### config.mk
export PLATFORM = sky130hd
export DESIGN_NAME = seven_seg_scan_ctrl_flat
export DESIGN_NICKNAME = d
export VERILOG_FILES = /design/src/rtl/seven_seg_scan_ctrl_pkg.sv /design/src/rtl/seven_seg_scan_ctrl_if.sv /design/src/rtl/seven_seg_scan_ctrl_scan_phase_counter.sv /design/src/rtl/seven_seg_scan_ctrl.sv /design/src/flat_wrapper.sv
export SDC_FILE = /design/constraint.sdc
export NUM_CORES = 1
export LEC_CHECK = 0
export BUFFER_PORTS_ARGS = -buffer_cell sky130_fd_sc_hd__buf_2
export CAP_MARGIN = 20
export CORE_MARGIN = 2
export CORE_UTILIZATION = 29
export DETAILED_ROUTE_END_ITERATION = 8
export GPL_TIMING_DRIVEN = 0
export PLACE_DENSITY = 0.6
export SKIP_CTS_REPAIR_TIMING = 1
export SLEW_MARGIN = 20
export SYNTH_ARGS = -nofsm -noshare
export SYNTH_HDL_FRONTEND = slang
export SYNTH_SLANG_ARGS = --single-unit
### constraint.sdc
create_clock -name clk -period 3.7 [get_ports clk]
set_input_delay 0 -clock clk [delete_from_list [all_inputs] [get_ports clk]]
set_output_delay 0 -clock clk [all_outputs]
set_load 0.03 [all_outputs]
### src/rtl/seven_seg_scan_ctrl_pkg.sv
// Shared types and constants for the 8-digit seven-segment scan controller.
// The lead_zero_mask helper is only referenced when LEAD_ZERO_SUPPRESS_EN is defined.
package seven_seg_pkg;

    localparam int unsigned NUM_DIGITS = 8;
    localparam int unsigned SEL_W      = 3;
    localparam int unsigned VALUE_W    = 32;

    localparam logic [NUM_DIGITS-1:0] DIGIT_ALL_OFF = 8'hFF;

    typedef enum logic [0:0] {
        SCAN_BLANK,
        SCAN_SHOW
    } scan_state_t;

    function automatic int unsigned max_u(input int unsigned a, input int unsigned b);
        return (a > b) ? a : b;
    endfunction

    // Bit k set when nibble k and every more-significant nibble are zero; digit 7 never set.
    function automatic logic [NUM_DIGITS-1:0] lead_zero_mask(input logic [VALUE_W-1:0] value);
        logic [NUM_DIGITS-1:0] mask;
        logic                  all_zero;
        mask     = '0;
        all_zero = 1'b1;
        for (int k = 0; k < NUM_DIGITS - 1; k++) begin
            all_zero = all_zero & (value[VALUE_W-1-4*k -: 4] == 4'h0);
            mask[k]  = all_zero;
        end
        return mask;
    endfunction

endpackage

### src/rtl/seven_seg_scan_ctrl_if.sv
// Load handshake and decoder-drive signals of the scan controller.
// master = requester/consumer side, slave = the controller itself.
interface seven_seg_scan_ctrl_if;
    import seven_seg_pkg::*;

    logic                  load_valid;
    logic [VALUE_W-1:0]    load_data;
    logic                  load_ready;
    logic [SEL_W-1:0]      sel;
    logic [VALUE_W-1:0]    disp_value;
    logic [NUM_DIGITS-1:0] digit_en;
    logic                  frame_done;

    modport master (
        output load_valid, load_data,
        input  load_ready, sel, disp_value, digit_en, frame_done
    );

    modport slave (
        input  load_valid, load_data,
        output load_ready, sel, disp_value, digit_en, frame_done
    );

endinterface

### src/rtl/seven_seg_scan_ctrl_scan_phase_counter.sv
// Terminal-count counter shared by the SHOW and BLANK phases; the limit is
// selected by the caller and the count restarts whenever the phase changes.
module scan_phase_counter #(
    parameter int unsigned CNT_W = 2
) (
    input  logic             clk,
    input  logic             rst,
    input  logic             i_clear,
    input  logic [CNT_W-1:0] i_limit,
    output logic             o_done
);

    logic [CNT_W-1:0] r_count;

    always_ff @(posedge clk) begin
        if (rst || i_clear) begin
            r_count <= '0;
        end else begin
            r_count <= r_count + 1'b1;
        end
    end

    assign o_done = (r_count == i_limit);

endmodule

### src/rtl/seven_seg_scan_ctrl.sv
// Time-multiplexed 8-digit scan controller with blanking and frame-aligned value commit.
// Define LEAD_ZERO_SUPPRESS_EN to keep leading-zero digits dark during their SHOW slot.
module seven_seg_scan_ctrl
    import seven_seg_pkg::*;
#(
    parameter int unsigned CLK_DIV      = 50000,
    parameter int unsigned BLANK_CYCLES = 500
) (
    input  logic                 clk,
    input  logic                 rst,
    seven_seg_scan_ctrl_if.slave bus
);

    localparam int unsigned      CNT_W      = $clog2(max_u(CLK_DIV, BLANK_CYCLES));
    localparam logic [CNT_W-1:0] SHOW_LAST  = CNT_W'(CLK_DIV - 1);
    localparam logic [CNT_W-1:0] BLANK_LAST = CNT_W'(BLANK_CYCLES - 1);

    scan_state_t           r_state, w_state_d;
    logic [SEL_W-1:0]      r_sel, w_sel_d;
    logic [VALUE_W-1:0]    r_disp, w_disp_d;
    logic [VALUE_W-1:0]    r_buf, w_buf_d;
    logic                  r_pending, w_pending_d;
    logic                  r_load_ready;
    logic [NUM_DIGITS-1:0] r_digit_en, w_digit_en_d;
    logic                  r_frame_done, w_frame_done_d;
    logic                  w_phase_done;
    logic                  w_accept;
    logic [CNT_W-1:0]      w_limit;

    assign w_limit  = (r_state == SCAN_SHOW) ? SHOW_LAST : BLANK_LAST;
    assign w_accept = bus.load_valid && r_load_ready;

    // Every terminal count is also a phase change, so done doubles as the clear.
    scan_phase_counter #(
        .CNT_W (CNT_W)
    ) u_phase_counter (
        .clk     (clk),
        .rst     (rst),
        .i_clear (w_phase_done),
        .i_limit (w_limit),
        .o_done  (w_phase_done)
    );

`ifdef LEAD_ZERO_SUPPRESS_EN
    logic [NUM_DIGITS-1:0] w_lz_mask;
    assign w_lz_mask = lead_zero_mask(w_disp_d);
`endif

    always_comb begin
        w_state_d      = r_state;
        w_sel_d        = r_sel;
        w_disp_d       = r_disp;
        w_buf_d        = r_buf;
        w_pending_d    = r_pending;
        w_frame_done_d = 1'b0;
        w_digit_en_d   = DIGIT_ALL_OFF;

        case (r_state)
            SCAN_SHOW: begin
                if (w_phase_done) w_state_d = SCAN_BLANK;
            end
            SCAN_BLANK: begin
                if (w_phase_done) begin
                    w_state_d = SCAN_SHOW;
                    w_sel_d   = r_sel + 1'b1;
                    if (r_sel == SEL_W'(NUM_DIGITS - 1)) begin
                        w_frame_done_d = 1'b1;
                        if (r_pending) begin
                            w_disp_d    = r_buf;
                            w_pending_d = 1'b0;
                        end
                    end
                end
            end
        endcase

        // Accept needs pending clear, so it never collides with a commit.
        if (w_accept) begin
            w_buf_d     = bus.load_data;
            w_pending_d = 1'b1;
        end

        // Enables follow next-cycle sel/disp so all outputs change on the same edge.
        if (w_state_d == SCAN_SHOW) begin
            w_digit_en_d = ~(NUM_DIGITS'(1) << w_sel_d);
`ifdef LEAD_ZERO_SUPPRESS_EN
            if (w_lz_mask[w_sel_d]) w_digit_en_d = DIGIT_ALL_OFF;
`endif
        end
    end

    always_ff @(posedge clk) begin
        if (rst) begin
            r_state      <= SCAN_BLANK;
            r_sel        <= '0;
            r_disp       <= '0;
            r_buf        <= '0;
            r_pending    <= 1'b0;
            r_load_ready <= 1'b1;
            r_digit_en   <= DIGIT_ALL_OFF;
            r_frame_done <= 1'b0;
        end else begin
            r_state      <= w_state_d;
            r_sel        <= w_sel_d;
            r_disp       <= w_disp_d;
            r_buf        <= w_buf_d;
            r_pending    <= w_pending_d;
            r_load_ready <= ~w_pending_d;
            r_digit_en   <= w_digit_en_d;
            r_frame_done <= w_frame_done_d;
        end
    end

    assign bus.load_ready = r_load_ready;
    assign bus.sel        = r_sel;
    assign bus.disp_value = r_disp;
    assign bus.digit_en   = r_digit_en;
    assign bus.frame_done = r_frame_done;

endmodule

### src/flat_wrapper.sv
// flat-port wrapper written by rule: the top's interface ports become plain ports
module seven_seg_scan_ctrl_flat import seven_seg_pkg::*;
#(
    parameter int unsigned CLK_DIV      = 50000,
    parameter int unsigned BLANK_CYCLES = 500
)
  (clk, rst, bus_load_valid, bus_load_data, bus_load_ready, bus_sel, bus_disp_value, bus_digit_en, bus_frame_done);
  seven_seg_scan_ctrl_if bus_i ();
  input  logic clk;
  input  logic rst;
  input wire logic [$bits(bus_i.load_valid)-1:0] bus_load_valid;
  input wire logic [$bits(bus_i.load_data)-1:0] bus_load_data;
  output wire logic [$bits(bus_i.load_ready)-1:0] bus_load_ready;
  output wire logic [$bits(bus_i.sel)-1:0] bus_sel;
  output wire logic [$bits(bus_i.disp_value)-1:0] bus_disp_value;
  output wire logic [$bits(bus_i.digit_en)-1:0] bus_digit_en;
  output wire logic [$bits(bus_i.frame_done)-1:0] bus_frame_done;
  assign bus_i.load_valid = bus_load_valid;
  assign bus_i.load_data = bus_load_data;
  assign bus_load_ready = bus_i.load_ready;
  assign bus_sel = bus_i.sel;
  assign bus_disp_value = bus_i.disp_value;
  assign bus_digit_en = bus_i.digit_en;
  assign bus_frame_done = bus_i.frame_done;
  seven_seg_scan_ctrl #(.CLK_DIV(CLK_DIV), .BLANK_CYCLES(BLANK_CYCLES)) u_core (.clk(clk), .rst(rst), .bus(bus_i));
endmodule
==> summary.txt <==
Routing
  • Vias: ~3.4k
  • Residual DRC: 0
  • DRT Pass-1 Iters: 4
  • Routed wl met2: 4470 um
  • 1st-iter DRT viols: 195
  • WL final: 9250 um
  • Post-Route M1 WL: 4120 um
  • Drt wl/cell: 12.5 um
  • Detail Route met3 WL: between 400 and 500 um
  • Antenna-violating nets left: 0
  • DR top layer: met4
  • Via/cell ratio: 4.53

Placed design
  • DP HPWL: 6590 um
  • # placed instances: 694
  • RD Place Congestion: 0.802
  • Place WS: 0.690 ns
  • Port Buf Inserts: 78

Synth
  • Commonest cells post-synth: nand2_1 (139), dfxtp_1 (95), a21oi_1 (64)
  • Post-synth ARST share: 0%
  • Area contributors post-synth: dfxtp_1 (51%), nand2_1 (14%), a21oi_1 (8.7%)
  • Synth unique cells: 40
  • Main synth FF type: dfxtp_1
  • EDFF count, synth: 0
  • Ys Warns: 0
  • Post-Syn Area per Cell: between 8 and 9 um2
  • Seq/Total Area, Yosys: 51.4%
  • Post-Syn Nets: 483
  • Synth Register Bits: 95
  • Cell taking the most area after synthesis: dfxtp_1
  • Synth top area share: approximately half
  • Top-count cell post-synth: nand2_1
  • Cell Area, Synth: 0.00370 mm2
  • Post-Syn Instances: ~440

Setup path
  • Critical Path RT: 3.97 ns
  • CP Class: register to register
  • CP Buf/Inv Count: 4
  • CP max FO: 10
  • Element type at the critical path end: register
  • Reg2Reg Capture Point: u_core.bus.disp_value[4]
  • Reg2reg setup slack: 0.66 ns
  • Critical Path, Cell by Cell: buf_4, nor4_1, nand4_2, a221oi_4, buf_6, ha_1, and3_1, clkbuf_1, clkbuf_1, nand2_1, a21oi_1
  • Worst reg2reg path startpoint: u_core.u_phase_counter.r_count[2]
  • CP startpoint kind: register
  • Critical Path Source: u_core.u_phase_counter.r_count[2]
  • Critical Path AT: 3.31 ns
  • FF-to-FF path depth: 11
  • Worst path slowest cell: a221oi_4
  • CP max stage delay: 0.52 ns
  • Crit path max-delay family: buffers and inverters
  • Cell mode on critical path: clkbuf_1

Clocking
  • Clk buf depth: 2
  • Clk sinks: 95
  • CTS tree: yes
  • Clock-pin slew on the worst setup and hold paths: 0.07 ns
  • H-tree levels: 3
  • Clk_lat worst skew: approximately 0.35 ns
  • CTS buffer count: 9
  • CTS root buf: clkbuf_16

Timing
  • Setup_tns: 0 ns
  • Final hold vios: 0
  • RSZ-0062 raised after global routing: no
  • Min cycle time layout: 3.04 ns
  • Crit share post-route: 82.2%
  • Slew Viols, Final: 0
  • Skew final: 0.00984 ns
  • Worst rel slew slack: between 60 and 70%
  • Finish-stage setup viols: 0
  • Hold WS: between 0.08 and 0.09 ns
  • Worst setup margin: approximately 0.66 ns
  • Slew of the pin with the lowest slew margin: approximately 0.52 ns
  • Max frequency: 329 MHz

Finish
  • Sequential cell area: 0.00190 mm2
  • Fraction of layout cells with a size suffix above 1: 18.3%
  • Post-route insts no fill: roughly 740
  • Filler cells: ~1.3k
  • Syn-to-layout area delta: 32.2%
  • Nets: 604
  • ANT cells: 0
  • Area used by multi-input combinational logic: 0.00164 mm2

Global route
  • Grt total ovfl: 0
  • Largest net degree at the start of global routing: 16
  • Antenna violations before repair: 0
  • Global Route Usage Sum: 13.6%
  • Vias in the first global route: 2958
  • Global-route wire length before repair: 14400 um

Power
  • Pwr Total: around 0.0020 W
  • VDD IR-drop max: 0.208 mV
  • Pleak: 1.84 nW
  • Pwr/cell area: 416 mW/mm2

Worst hold path
  • Hold Path Depth: 2
  • Hold path startpoint: rst
  • Type of the tightest min-delay check: input pin to register
  • Hold EP: u_core.r_state

Floorplanning
  • Width of the die: 117 um
  • Die ar.: 0.0137 mm2
  • Core Box Area: 0.0125 mm2
  • Starting density of the core: 29.6%
  • Site Rows: slightly above 40
  • Die Ht: 117 um
  • I/O pin count: 80

Run status
  • Status: finished, final reports clean

Job
  • Max-Cap Viols: 0
==> metal layers <==
layer	vias up	global-route usage [%]
li1	1719	-
met1	1552	16.5
met2	70	22.6
met3	17	3.50
met4	0	6.12
met5	-	0
==> area by class of cell <==
type / instances / area share, %
multi-input cells: 315 / 33.5
inverters: 2 / 0.154
clock buffers: 10 / 4.68
flip-flops and latches: 95 / 38.9
repair buffers: 110 / 14.5
clock inverters: 5 / 0.716
plain buffers: 32 / 3.15
well taps: 172 / 4.40
==> through the flow <==
| stage | util, % | cell area (um2) |
|---|---|---|
| finish | 39.1 | 4890 |
| global route | 39.1 | 4890 |
| CTS | 36.5 | 4570 |
| detailed placement | 34.4 | 4310 |
| global placement | 34.4 | 4310 |
| floorplan | - | 3700 |
==> report_power, final <==
group,total [W],switching [W],internal (W)
registers,0.00106,0.0000138,0.00105
clock network,0.000843,0.000390,0.000453
logic,0.000131,0.0000697,0.0000613
total,0.00204,0.000473,0.00156
==> how the worst max path moves through the flow <==
stage,to,cells after the start
finish,u_core.bus.disp_value[4],11
global route,u_core.bus.disp_value[29],11
CTS,u_core.bus.disp_value[15],11
detailed placement,u_core.bus.disp_value[15],11
global placement,u_core.bus.disp_value[15],11
floorplan,u_core.bus.digit_en[1],10
==> registers in the layout, summed over array words and instances (netlist names) <==
signal / flops
u_core.r_state: 1
u_core.bus.sel: 3
u_core.r_buf: 32
u_core.bus.digit_en: 8
u_core.r_pending: 1
u_core.u_phase_counter.r_count: 16
u_core.bus.disp_value: 32
u_core.bus.frame_done: 1
u_core.bus.load_ready: 1
==> worst register-to-register path, stage by stage (launching register included) <==
cell      delay, ns
dfxtp_1        0.30
buf_4          0.15
nor4_1         0.33
nand4_2        0.26
a221oi_4       0.52
buf_6          0.21
ha_1           0.17
and3_1         0.15
clkbuf_1       0.20
clkbuf_1       0.39
nand2_1        0.11
a21oi_1        0.17
==> cells by family after synthesis <==
| kind of cell | Yosys count | synth area share, % |
|---|---|---|
| fa+ha+maj | 4 | 1.35 |
| flops | 95 | 51.4 |
| mux | 11 | 3.01 |
| xor+xnor | 12 | 2.84 |
| buf+inv | 34 | 4.36 |
| compound gates | 74 | 11.6 |
| simple gates | 214 | 25.5 |
==> cell usage in the layout, fill, tap and decap left out, drive strengths merged <==
cell type / count
a211oi: 3
a21oi: 64
a221oi: 1
a31o: 1
a31oi: 1
and2: 3
and3: 1
and3b: 1
and4: 2
buf: 86
clkbuf: 34
clkinv: 3
clkinvlp: 1
dfxtp: 95
dlygate4sd3: 32
ha: 4
inv: 3
mux2: 1
mux2i: 10
nand2: 139
nand2b: 8
nand3: 7
nand4: 10
nor2: 16
nor2b: 1
nor3: 18
nor3b: 1
nor4: 4
o21bai: 1
o311ai: 1
o31ai: 2
or3: 1
or4: 2
xnor2: 4
xor2: 8
(Power assumes the default switching activity.)
